## src/rtl/lane_chain_adder_fu.sv

```systemverilog
// Segmented multi-lane adder/subtractor. The carry ripples one lane per pipeline stage,
// so every segmentation mode has the same latency and one transaction can enter per cycle.
module lane_chain_adder_fu #(
    parameter int WIDTH = 16,
    parameter int LANES = 4
) (
    input  logic                   clk,
    input  logic                   reset,
    input  logic                   in_valid,
    output logic                   in_ready,
    input  logic [LANES*WIDTH-1:0] in_a,
    input  logic [LANES*WIDTH-1:0] in_b,
    input  logic [1:0]             cfg_seg,
    input  logic                   cfg_sub,
    input  logic [3:0]             cfg_dest,
    output logic                   out_valid,
    input  logic                   out_ready,
    output logic [LANES*WIDTH-1:0] out_sum,
    output logic [LANES-1:0]       out_carry,
    output logic [LANES-1:0]       out_ovf,
    output logic [3:0]             out_dest
);

    localparam int VW = LANES * WIDTH;
    localparam int LOG2 = (LANES > 1) ? $clog2(LANES) : 0;
    localparam logic [2:0] LOG2_W = 3'(LOG2);

    logic en_s;

    // Stage-input bundles: index j feeds the stage that computes lane j.
    logic             st_valid_s [LANES];
    logic [VW-1:0]    st_a_s     [LANES];
    logic [VW-1:0]    st_b_s     [LANES];
    logic [VW-1:0]    st_sum_s   [LANES];
    logic             st_carry_s [LANES];
    logic [LANES-1:0] st_cvec_s  [LANES];
    logic [LANES-1:0] st_ovec_s  [LANES];
    logic [1:0]       st_seg_s   [LANES];
    logic             st_sub_s   [LANES];
    logic [3:0]       st_dest_s  [LANES];

    assign en_s     = !out_valid || out_ready;
    assign in_ready = en_s;

    assign st_valid_s[0] = in_valid;
    assign st_a_s[0]     = in_a;
    assign st_b_s[0]     = in_b;
    assign st_sum_s[0]   = {VW{1'b0}};
    assign st_carry_s[0] = 1'b0;
    assign st_cvec_s[0]  = {LANES{1'b0}};
    assign st_ovec_s[0]  = {LANES{1'b0}};
    assign st_seg_s[0]   = ({1'b0, cfg_seg} > LOG2_W) ? LOG2_W[1:0] : cfg_seg;
    assign st_sub_s[0]   = cfg_sub;
    assign st_dest_s[0]  = cfg_dest;

    for (genvar j = 0; j < LANES; j++) begin : g_lane
        localparam logic [3:0] LANE_IDX = 4'(j);

        logic [WIDTH-1:0] op_a_s;
        logic [WIDTH-1:0] op_b_s;
        logic [WIDTH-1:0] sum_s;
        logic [3:0]       seg_mask_s;
        logic             is_lsb_s;
        logic             is_msb_s;
        logic             cin_s;
        logic             cout_s;
        logic             ovf_s;
        logic [VW-1:0]    nxt_sum_s;
        logic [LANES-1:0] nxt_cvec_s;
        logic [LANES-1:0] nxt_ovec_s;

        // One lane of the segmented chain; operands always sit in the low lane of the bundle.
        always_comb begin
            op_a_s = st_a_s[j][WIDTH-1:0];
            if (st_sub_s[j]) begin
                op_b_s = ~st_b_s[j][WIDTH-1:0];
            end else begin
                op_b_s = st_b_s[j][WIDTH-1:0];
            end
            seg_mask_s = (4'd1 << st_seg_s[j]) - 4'd1;
            is_lsb_s   = ((LANE_IDX & seg_mask_s) == 4'd0);
            is_msb_s   = (((LANE_IDX + 4'd1) & seg_mask_s) == 4'd0);
            if (is_lsb_s) begin
                cin_s = st_sub_s[j];
            end else begin
                cin_s = st_carry_s[j];
            end
            {cout_s, sum_s} = {1'b0, op_a_s} + {1'b0, op_b_s} + {{WIDTH{1'b0}}, cin_s};
            ovf_s = (op_a_s[WIDTH-1] == op_b_s[WIDTH-1]) && (sum_s[WIDTH-1] != op_a_s[WIDTH-1]);
            nxt_sum_s = st_sum_s[j];
            nxt_sum_s[j*WIDTH +: WIDTH] = sum_s;
            nxt_cvec_s = st_cvec_s[j];
            nxt_ovec_s = st_ovec_s[j];
            if (is_msb_s) begin
                nxt_cvec_s[j] = cout_s;
                nxt_ovec_s[j] = ovf_s;
            end else begin
                nxt_cvec_s[j] = 1'b0;
                nxt_ovec_s[j] = 1'b0;
            end
        end

        if (j < LANES - 1) begin : g_mid
            logic             valid_r;
            logic [VW-1:0]    a_r;
            logic [VW-1:0]    b_r;
            logic [VW-1:0]    sum_r;
            logic             carry_r;
            logic [LANES-1:0] cvec_r;
            logic [LANES-1:0] ovec_r;
            logic [1:0]       seg_r;
            logic             sub_r;
            logic [3:0]       dest_r;

            // Intermediate stage register; unconsumed operands shift down one lane.
            always_ff @(posedge clk or negedge reset) begin
                if (!reset) begin
                    valid_r <= 1'b0;
                    a_r     <= {VW{1'b0}};
                    b_r     <= {VW{1'b0}};
                    sum_r   <= {VW{1'b0}};
                    carry_r <= 1'b0;
                    cvec_r  <= {LANES{1'b0}};
                    ovec_r  <= {LANES{1'b0}};
                    seg_r   <= 2'd0;
                    sub_r   <= 1'b0;
                    dest_r  <= 4'd0;
                end else if (en_s) begin
                    valid_r <= st_valid_s[j];
                    a_r     <= st_a_s[j] >> WIDTH;
                    b_r     <= st_b_s[j] >> WIDTH;
                    sum_r   <= nxt_sum_s;
                    carry_r <= cout_s;
                    cvec_r  <= nxt_cvec_s;
                    ovec_r  <= nxt_ovec_s;
                    seg_r   <= st_seg_s[j];
                    sub_r   <= st_sub_s[j];
                    dest_r  <= st_dest_s[j];
                end
            end

            assign st_valid_s[j+1] = valid_r;
            assign st_a_s[j+1]     = a_r;
            assign st_b_s[j+1]     = b_r;
            assign st_sum_s[j+1]   = sum_r;
            assign st_carry_s[j+1] = carry_r;
            assign st_cvec_s[j+1]  = cvec_r;
            assign st_ovec_s[j+1]  = ovec_r;
            assign st_seg_s[j+1]   = seg_r;
            assign st_sub_s[j+1]   = sub_r;
            assign st_dest_s[j+1]  = dest_r;
        end else begin : g_out
            // Final stage doubles as the output register and holds while stalled.
            always_ff @(posedge clk or negedge reset) begin
                if (!reset) begin
                    out_valid <= 1'b0;
                    out_sum   <= {VW{1'b0}};
                    out_carry <= {LANES{1'b0}};
                    out_ovf   <= {LANES{1'b0}};
                    out_dest  <= 4'd0;
                end else if (en_s) begin
                    out_valid <= st_valid_s[j];
                    out_sum   <= nxt_sum_s;
                    out_carry <= nxt_cvec_s;
                    out_ovf   <= nxt_ovec_s;
                    out_dest  <= st_dest_s[j];
                end
            end
        end
    end

endmodule
```

## config.mk

```make
export PLATFORM = sky130hd
export DESIGN_NAME = lane_chain_adder_fu
export DESIGN_NICKNAME = d
export VERILOG_FILES = /design/src/rtl/lane_chain_adder_fu.sv
export SDC_FILE = /design/constraint.sdc
export NUM_CORES = 1
export LEC_CHECK = 0
export CAP_MARGIN = 20
export CORE_MARGIN = 4
export CORE_UTILIZATION = 56
export CTS_CLUSTER_DIAMETER = 50
export DETAILED_ROUTE_END_ITERATION = 16
export PLACE_DENSITY_LB_ADDON = 0.05
export SYNTH_ARGS = -nofsm -noshare
export SYNTH_HDL_FRONTEND = slang
export SYNTH_SLANG_ARGS = --single-unit
export TNS_END_PERCENT = 1
```

## constraint.sdc

```tcl
create_clock -name clk -period 4.5 [get_ports clk]
set_input_delay 0.675 -clock clk [delete_from_list [all_inputs] [get_ports clk]]
set_output_delay 0.675 -clock clk [all_outputs]
set_load 0.005 [all_outputs]
```

==> Word level (Yosys, flattened, before mapping) <==
Index checks and enable logic that the tools add are counted.
Widths: inputs -> output; s select.
{ "op_classes": {"div": 0, "mul": 0, "n_addsub": 12, "shift": 4, "bitwise_logic": 4, "eq_ne": 8, "muxes": 16, "magnitude_cmp": 1, "n_reduce_logical": 13} }
{ "op_table": {"columns": ["operator", "count"], "rows": [
  ["$add 16x16->17", 4],
  ["$add 17x1->17", 4],
  ["$mux 16", 4],
  ["$not 16->16", 4],
  ["$logic_not 4->1", 7],
  ["$mux 1", 11],
  ["$eq 1x1->1", 4],
  ["$logic_and 1x1->1", 4],
  ["$ne 1x1->1", 4],
  ["$shl 1x2->2 const A", 2],
  ["$sub 2x1->2 const B", 2],
  ["$shl 1x2->3 const A", 1],
  ["$sub 3x1->3 const B", 1],
  ["$gt 2x2->1 const B", 1],
  ["$mux 2", 1],
  ["$shl 1x2->1 const A", 1],
  ["$logic_not 1->1", 1],
  ["$logic_or 1x1->1", 1],
  ["$sub 1x1->1 const B", 1]
]} }
{ "word_totals": {"ff_bits": 404, "ram_bits": 0, "input_bits": 139, "mem_count": 0, "mem_bits_ro": 0, "latch_bits": 0, "word_cells": 93} }

==> Longest topological paths before layout <==
Gate-level depths: netlist of run 1.
{ "depth": {"ltp_word": 8, "depth_mapped": 12} }

==> Worst setup path before layout of run 1 <==
OpenSTA, ideal clock, no wires.
{ "synth_path": {"path_kind": "register to register", "start": "register g_lane[0].g_mid.sub_r", "end": "register g_lane[1].g_mid.carry_r", "n_path_buf": 2, "stages_incl_launch_ff": 12, "arrival_ps": 3395, "required_ps": 4376, "setup_ps": 124, "slack_ps": 981, "cell_sequence": "dfrtp_1 clkbuf_1 buf_1 xor2_1 fa_1 fa_1 a211oi_1 o211ai_1 a31o_2 a21oi_1 nor2_1 a211o_1"} }
{ "synth_via": {"elab_chain_cells": 3, "word_cells_on_any_way": 4, "cone_classes": "add/sub: 2; mux: 2"} }
{ "synth_lines": {"columns": ["item", "line_no", "rtl"], "rows": [
  ["start: declaration", "112", "logic sub_r;"],
  ["start signal: assignment", "137", "sub_r <= st_sub_s[j];"],
  ["$mux 16", "75", "if (st_sub_s[j]) begin"],
  ["$add 16x16->17", "88", "{cout_s, sum_s} = {1'b0, op_a_s} + {1'b0, op_b_s} + {{WIDTH{1'b0}}, cin_s};"],
  ["$add 17x1->17 *", "88", null],
  ["end signal: assignment", "133", "carry_r <= cout_s;"],
  ["end: declaration", "108", "logic carry_r;"]
]} }
Every way passes the cells marked *; elsewhere a longest branch is shown, timed or not.
A chain may end at the register's enable or synchronous reset.

==> Worst setup path after layout of run 1 <==
{ "layout_path": {"start": "register g_lane[0].g_mid.seg_r[1]", "end": "register g_lane[1].g_mid.carry_r"} }
{ "layout_via": {"elab_chain_cells": 5} }
{ "layout_lines": {"columns": ["item", "line_no", "rtl"], "rows": [
  ["start: declaration", "111", "logic [1:0] seg_r;"],
  ["start signal: assignment", "136", "seg_r <= st_seg_s[j];"],
  ["$shl 1x2->2", "80", "seg_mask_s = (4'd1 << st_seg_s[j]) - 4'd1;"],
  ["$sub 2x1->2", "80", null],
  ["$logic_not 4->1", "81", "is_lsb_s = ((LANE_IDX & seg_mask_s) == 4'd0);"],
  ["$mux 1", "83", "if (is_lsb_s) begin"],
  ["$add 17x1->17", "88", null]
]} }
No other way between the ends.

==> results of run 1 <==
metrics by stage:
| step | power, mW | cell area [um2] |
|---|---|---|
| detailed placement | 13.6 | 20800 |
| floorplan | 11.3 | 18300 |
| global placement | 13.3 | 20800 |
| finish | 17.1 | 22300 |
| CTS | 17.3 | 22300 |
| global route | 18.6 | 22300 |
worst max-delay path, delay by kind of cell (launching register included):
family                     cells  cell delay [ps]
and+or+nand+nor                2              260
adders and majority gates      2              900
DFF                            1              430
AOI/OAI and AO/OA              5             1340
muxes                          1              370
sequential cells by signal, indices dropped and copies added, names as in the netlist:
signal,flops
out_valid,1
out_sum,64
g_lane.g_mid.b_r,96
g_lane.g_mid.cvec_r,6
g_lane.g_mid.a_r,96
g_lane.g_mid.sub_r,3
g_lane.g_mid.ovec_r,6
out_carry,4
g_lane.g_mid.carry_r,3
g_lane.g_mid.valid_r,3
g_lane.g_mid.seg_r,6
g_lane.g_mid.dest_r,12
g_lane.g_mid.sum_r,96
out_ovf,4
out_dest,4
power breakdown:
group | switching, mW | internal [mW]
sequential | 0.921 | 5.23
clock | 1.40 | 2.21
combinational | 4.05 | 3.31
final timing paths:
| path | start | endpoint | cells past startpoint |
|---|---|---|---|
| max in group asynchronous | reset | g_lane[0].g_mid.b_r[27]$_DFFE_PN0P_ | 2 |
| worst min register to register | out_sum[10]$_DFFE_PN0P_ | out_sum[10]$_DFFE_PN0P_ | 2 |
| worst max-delay path | g_lane[0].g_mid.seg_r[1]$_DFFE_PN0P_ | g_lane[1].g_mid.carry_r$_DFFE_PN0P_ | 10 |
| min in group clk | out_sum[10]$_DFFE_PN0P_ | out_sum[10]$_DFFE_PN0P_ | 2 |
| worst min-delay path | reset | g_lane[0].g_mid.a_r[2]$_DFFE_PN0P_ | 1 |
| worst max register to register | g_lane[0].g_mid.seg_r[1]$_DFFE_PN0P_ | g_lane[1].g_mid.carry_r$_DFFE_PN0P_ | 10 |
area by class of cell:
class / instances / share of cell area [%]
clock buffers: 59 / 5.68
multi-input cells: 1553 / 34.8
well taps: 435 / 2.44
clock inverters: 17 / 0.925
inverters: 17 / 0.320
flip-flops and latches: 404 / 45.3
diodes: 1 / 0.0112
repair buffers: 235 / 10.6
kinds of logic after synthesis:
logic type / Yosys count / synth area share, %
compound gates: 214 / 7.42
flops: 404 / 55.2
fa+ha+maj: 67 / 4.87
xor+xnor: 116 / 5.55
mux: 4 / 0.239
buf+inv: 116 / 2.42
simple gates: 1152 / 24.3
layer usage:
metal	vias up	track usage [%]
met5	-	0
met4	2	5.89
met3	65	3.17
met2	261	36.1
met1	6610	29.6
li1	6960	-
placed cells by master (no fill, tap or decap), drive strengths merged, types with 19 or more instances in the layout:
cell type and instances:
nand2 1045, buf 20, xor2 88, o21ai 64, dfrtp 404, clkbuf 59, a21o 19, clkdlybuf4s50 215
a21oi 67, nor2 55, ha 60, xnor2 28, inv 19
==> impl_metrics.toml, run 1 <==
[synthesis]
ys_async_sr_fraction_pct = 100
yosysWarnings = 0
syn_inst = 2073
synth.ff_latch_count = 404
synth_area_um2 = 18300
yosysMostFrequentCell = "nand2_1"
synth.top_cells.by_area = "dfrtp_1 55%, nand2_1 21%, xor2_1 4.2%"
synth_top_area_cell = "dfrtp_1"
synth_edf_count = 0
ys_top_cells_by_count = "1045 x nand2_1, 404 x dfrtp_1, 90 x clkbuf_1"
syn_avg_cell_area_um2 = 8.83
synth_seq_area_share_pct = 55.2
yosys.cell_types.count = 50
synth_top_area_share_pct = 55.2
synth_ff_type = "dfrtp_1"
syn_nets = 2279

[worst_setup_path]
critPathKind = "reg2reg"
start_kind = "flip-flop"
slowest_delay_ps = 450
crit_fanout = 5
worstPathArrival_ps = 3810
crit_required_ps = 4920
regToRegSetupSlack_ps = 1110
cp_slowest_cell = "fa_1"
crit_chain = "nor2_1, mux2_2, fa_1, fa_1, a211oi_1, o211ai_1, a31o_2, a21oi_1, nor2_1, a211o_1"
cp-end-kind = "flip-flop"

[cts]
ctsLongestPathBuffers = 3
cts.sinks = 404
clk_pin_slew_ps = 60
cts_tree = "yes"
cts-root-buf = "clkbuf_16"
cts_buffers = 44
cts-resized-gates = 0
clock_latency_ps = 530
postCtsSetupBuffers = 0
holdBufCountCts = 0
htreeDepth = 2

[layout]
finalNonFillerCells = 2721
area_growth_pct = 21.9
fillers = 2621
regArea_um2 = 10100
multi_input_area_um2 = 7760
nets = 2461
final_util_pct = 70.0
drive_gt1_share_pct = 4.55

[placed_design]
place.port_buffers = 216
place_ws_ps = 758
dp_hpwl_mm = 25.9
gp_congestion = 0.910
placed_cells_incl_taps = 2644

[sta]
worst_slack_ps = 1110
hold_viol = 0
fin_crit_ps = 3390
hold_ws_ps = 142
tightest_slew_ps = 861
finalClockSkew_ps = 16.5
relSlewSlack_pct = 42.6
rsz0062_at_grt = "false"
fin_crit_sh_pct = 75.4
fin_tns_setup_ps = 0
final-max-slew-violation-count = 0
fmax_mhz = 295
setup_violations = 0

[floorplan]
ioPinCount = 217
fp.dieW_um = 189
die_y_um = 189
core.rowCount = 65
start_util_pct = 57.4
die-area_um2 = 35600
core_region_area_um2 = 31900

[routing]
wl_mm = 38.3
routed-wl-met3_mm = 1.56
routedWlPerCell_um = 14.1
vias = 13900
remaining_drc_errors = 0
routed.top_layer = "met5"
antenna_left = 0
dr.pass1.iters = 5
via_per_inst = 5.11
drt_iter0_drc = 997
wl_met1_mm = 17.2
dr_wl_met2_mm = 18.6

[status]
status = "completed"

[worst_hold_path]
hold_class = "in2async"

[global_route]
grt.overflow.total = 0
grt.total_usage_pct = 21.5
antenna_found_initial = 2
grt_pass1_wl_mm = 65.0
grt_pass1_vias = 13700
grt_max_degree = 119

[power_and_ir_drop]
p_per_area_nw_per_um2 = 767
p_leak_nw = 11.3
vdd_ir_drop_max_uv = 367

[flow_run]
max_cap_viol_count = 0
No activity file was read; power rests on OpenSTA's default activity.
==> run 2, diff against run 1 <==
CORE_UTILIZATION = 51   (was 56)
clock period = 3.05 ns   (was 4.5 ns; I/O delays follow)
==> run 2 against run 1 <==
  * Die area rose by 9.4%
  * Core utilization fell by 6.1 points
  * Final area rose by 1.6%
  * Setup slack got worse by 980 ps
  * Via count rose by 0.23%
  * Clock skew fell by 9.2 ps
  * Register-to-register slack got worse by 980 ps
  * Power rose by 48%
  * Sequential share of layout area fell by 0.73 points
  * Largest cell class unchanged
==> impl_metrics.toml, run 2 (same netlist as run 1, synthesis figures left out) <==
[status]
status = "completed"

[layout]
layout_common_cells = "1045 x nand2_1, 404 x dfrtp_1, 215 x clkdlybuf4s50_1"
area_growth_pct = 24.0
diodes = 0
nets = 2503
top_regs = "g_lane.g_mid.a_r (96), g_lane.g_mid.b_r (96), g_lane.g_mid.sum_r (96)"
layout_commonest_cell = "nand2_1"
stdcell_area_um2 = 22700
drive_gt1_share_pct = 6.37

[sta]
hold_viol = 0
hold_ws_ps = 428
rsz0062_at_grt = "true"
worst_slack_ps = 126
setup_violations = 0
fin_tns_setup_ps = 0
fin_crit_sh_pct = 95.9
final-max-slew-violation-count = 0
relSlewSlack_pct = 46.0
finalClockSkew_ps = 7.29
tightest_slew_ps = 810
fmax_mhz = 342
fin_crit_ps = 2920

[placed_design]
gp_congestion = 0.825
place.port_buffers = 216
placed_area_um2 = 21200
place_ws_ps = -144
dp_hpwl_mm = 27.2

[worst_setup_path]
crit_chain = "nor2_1, mux2_2, fa_2, fa_2, a211oi_2, o211ai_1, a31o_2, a21oi_1, buf_4, xor2_1, o21ai_0"
cp-end-kind = "flip-flop"
crit_fanout = 3
slowest_delay_ps = 380
critPathKind = "reg2reg"
cp_common_cell = "fa_2"
crit_required_ps = 3480
cp_slowest_cell = "fa_2"
start_kind = "flip-flop"
worstPathArrival_ps = 3350

[global_route]
grt_pass1_vias = 13800
grt.total_usage_pct = 20.3
grt_use_met3_pct = 3.46
top_usage_layer = "met2"
use_met1_pct = 27.9
grt.overflow.total = 0
grt_pass1_wl_mm = 66.2
antenna_found_initial = 1
grt_use_met2_pct = 33.2
grt_max_degree = 118

[routing]
dr.pass1.iters = 5
antenna_left = 0
vias = 13900
routedWlPerCell_um = 14.1
remaining_drc_errors = 0
drt_iter0_drc = 705
via_per_inst = 5.00
wl_mm = 39.2

[cts]
cts_tree = "yes"
htreeDepth = 2
cts.sinks = 404
ctsLongestPathBuffers = 3
cts_buffers = 44
cts-root-buf = "clkbuf_16"
clock_latency_ps = 550
clk_pin_slew_ps = 60

[power_and_ir_drop]
p_leak_nw = 11.5
p_per_area_nw_per_um2 = 1120
power_mw = 25.4
vdd_ir_drop_max_uv = 632

[floorplan]
die_y_um = 197
core_region_area_um2 = 35500
ioPinCount = 217
die-area_um2 = 39000
fp.dieW_um = 197
core.rowCount = 69
start_util_pct = 51.6

[flow_run]
max_cap_viol_count = 0

[worst_hold_path]
hold_class = "in2reg"
-- run 2: changes by cell type in the layout (fill, tap and decap cells not counted), moves of 3 or more --
| cell | delta |
|---|---|
| buf_4 | +35 |
| buf_12 | +5 |
| clkbuf_1 | +5 |
| a211oi_1 | -4 |
| a211oi_2 | +4 |
| bufinv_16 | -3 |
| clkinv_2 | -3 |
-- run 2: critical path, delay by kind of cell (launching register included) --
family | cells | cell delay (ps)
AND/OR/NAND/NOR | 1 | 120
flip-flops | 1 | 370
buffers and inverters | 1 | 140
AO/OA/AOI/OAI | 5 | 920
adder cells (fa/ha/maj) | 2 | 750
XOR/XNOR | 1 | 130
multiplexers | 1 | 360
-- run 2: worst paths after layout --
check | from | slack, ps | end | depth (start not counted)
max in group asynchronous | reset | 1670 | g_lane[1].g_mid.a_r[16]$_DFFE_PN0P_ | 4
worst min register to register | out_sum[7]$_DFFE_PN0P_ | 460 | out_sum[7]$_DFFE_PN0P_ | 2
worst min-delay path | in_a[53] | 430 | g_lane[0].g_mid.a_r[37]$_DFFE_PN0P_ | 3
min in group asynchronous | reset | 470 | g_lane[0].g_mid.b_r[3]$_DFFE_PN0P_ | 2
worst max register to register | g_lane[0].g_mid.seg_r[1]$_DFFE_PN0P_ | 130 | g_lane[1].g_mid.sum_r[28]$_DFFE_PN0P_ | 11
worst max-delay path | g_lane[0].g_mid.seg_r[1]$_DFFE_PN0P_ | 130 | g_lane[1].g_mid.sum_r[28]$_DFFE_PN0P_ | 11
-- run 2: cell type report --
type                    count  area, um2
fillers                  3130      12800
flip-flops and latches    404      10100
multi-input cells        1553       7810
repair buffers            277       2740
clock buffers              64       1290
well taps                 461        577
clock inverters            10       93.8
inverters                  17       71.3
-- run 2: repair_timing --
action / CTS / global route
pin swaps: 1 / 4
hold buffers: 1 / 0
setup endpoints to repair: 4 / 15
setup buffers: 1 / 1
hold endpoints to repair: 61 / 0
resized for setup: 2 / 9
-- run 2: report_power, final --
group / switching, mW / internal [mW] / total (mW) / leakage, nW
Sequential: 1.29 / 7.72 / 9.01 / 4.90
Combinational: 6.07 / 5.21 / 11.3 / 5.90
Clock: 2.08 / 3.00 / 5.09 / 0.683
-- run 2: stage by stage --
stage	cells	utilization, %
2_1_floorplan	2073	-
3_3_place_gp	2709	59.8
3_5_place_dp	2709	59.8
4_1_cts	2785	63.8
5_1_grt	2786	63.9
6_report	2786	63.9
-- run 2: routing by layer --
| layer | wire (um) | vias to the layer above |
|---|---|---|
| met4 | 903 | 2 |
| li1 | - | 7044 |
| met3 | 1780 | 59 |
| met1 | 17700 | 6593 |
| met2 | 18800 | 232 |
| met5 | 13 | - |
==> run 3, diff against run 2 <==
SLEW_MARGIN = 20   (was unset)
==> results of run 3 <==
Final layout, timing and power as in run 2 (identical DEF).
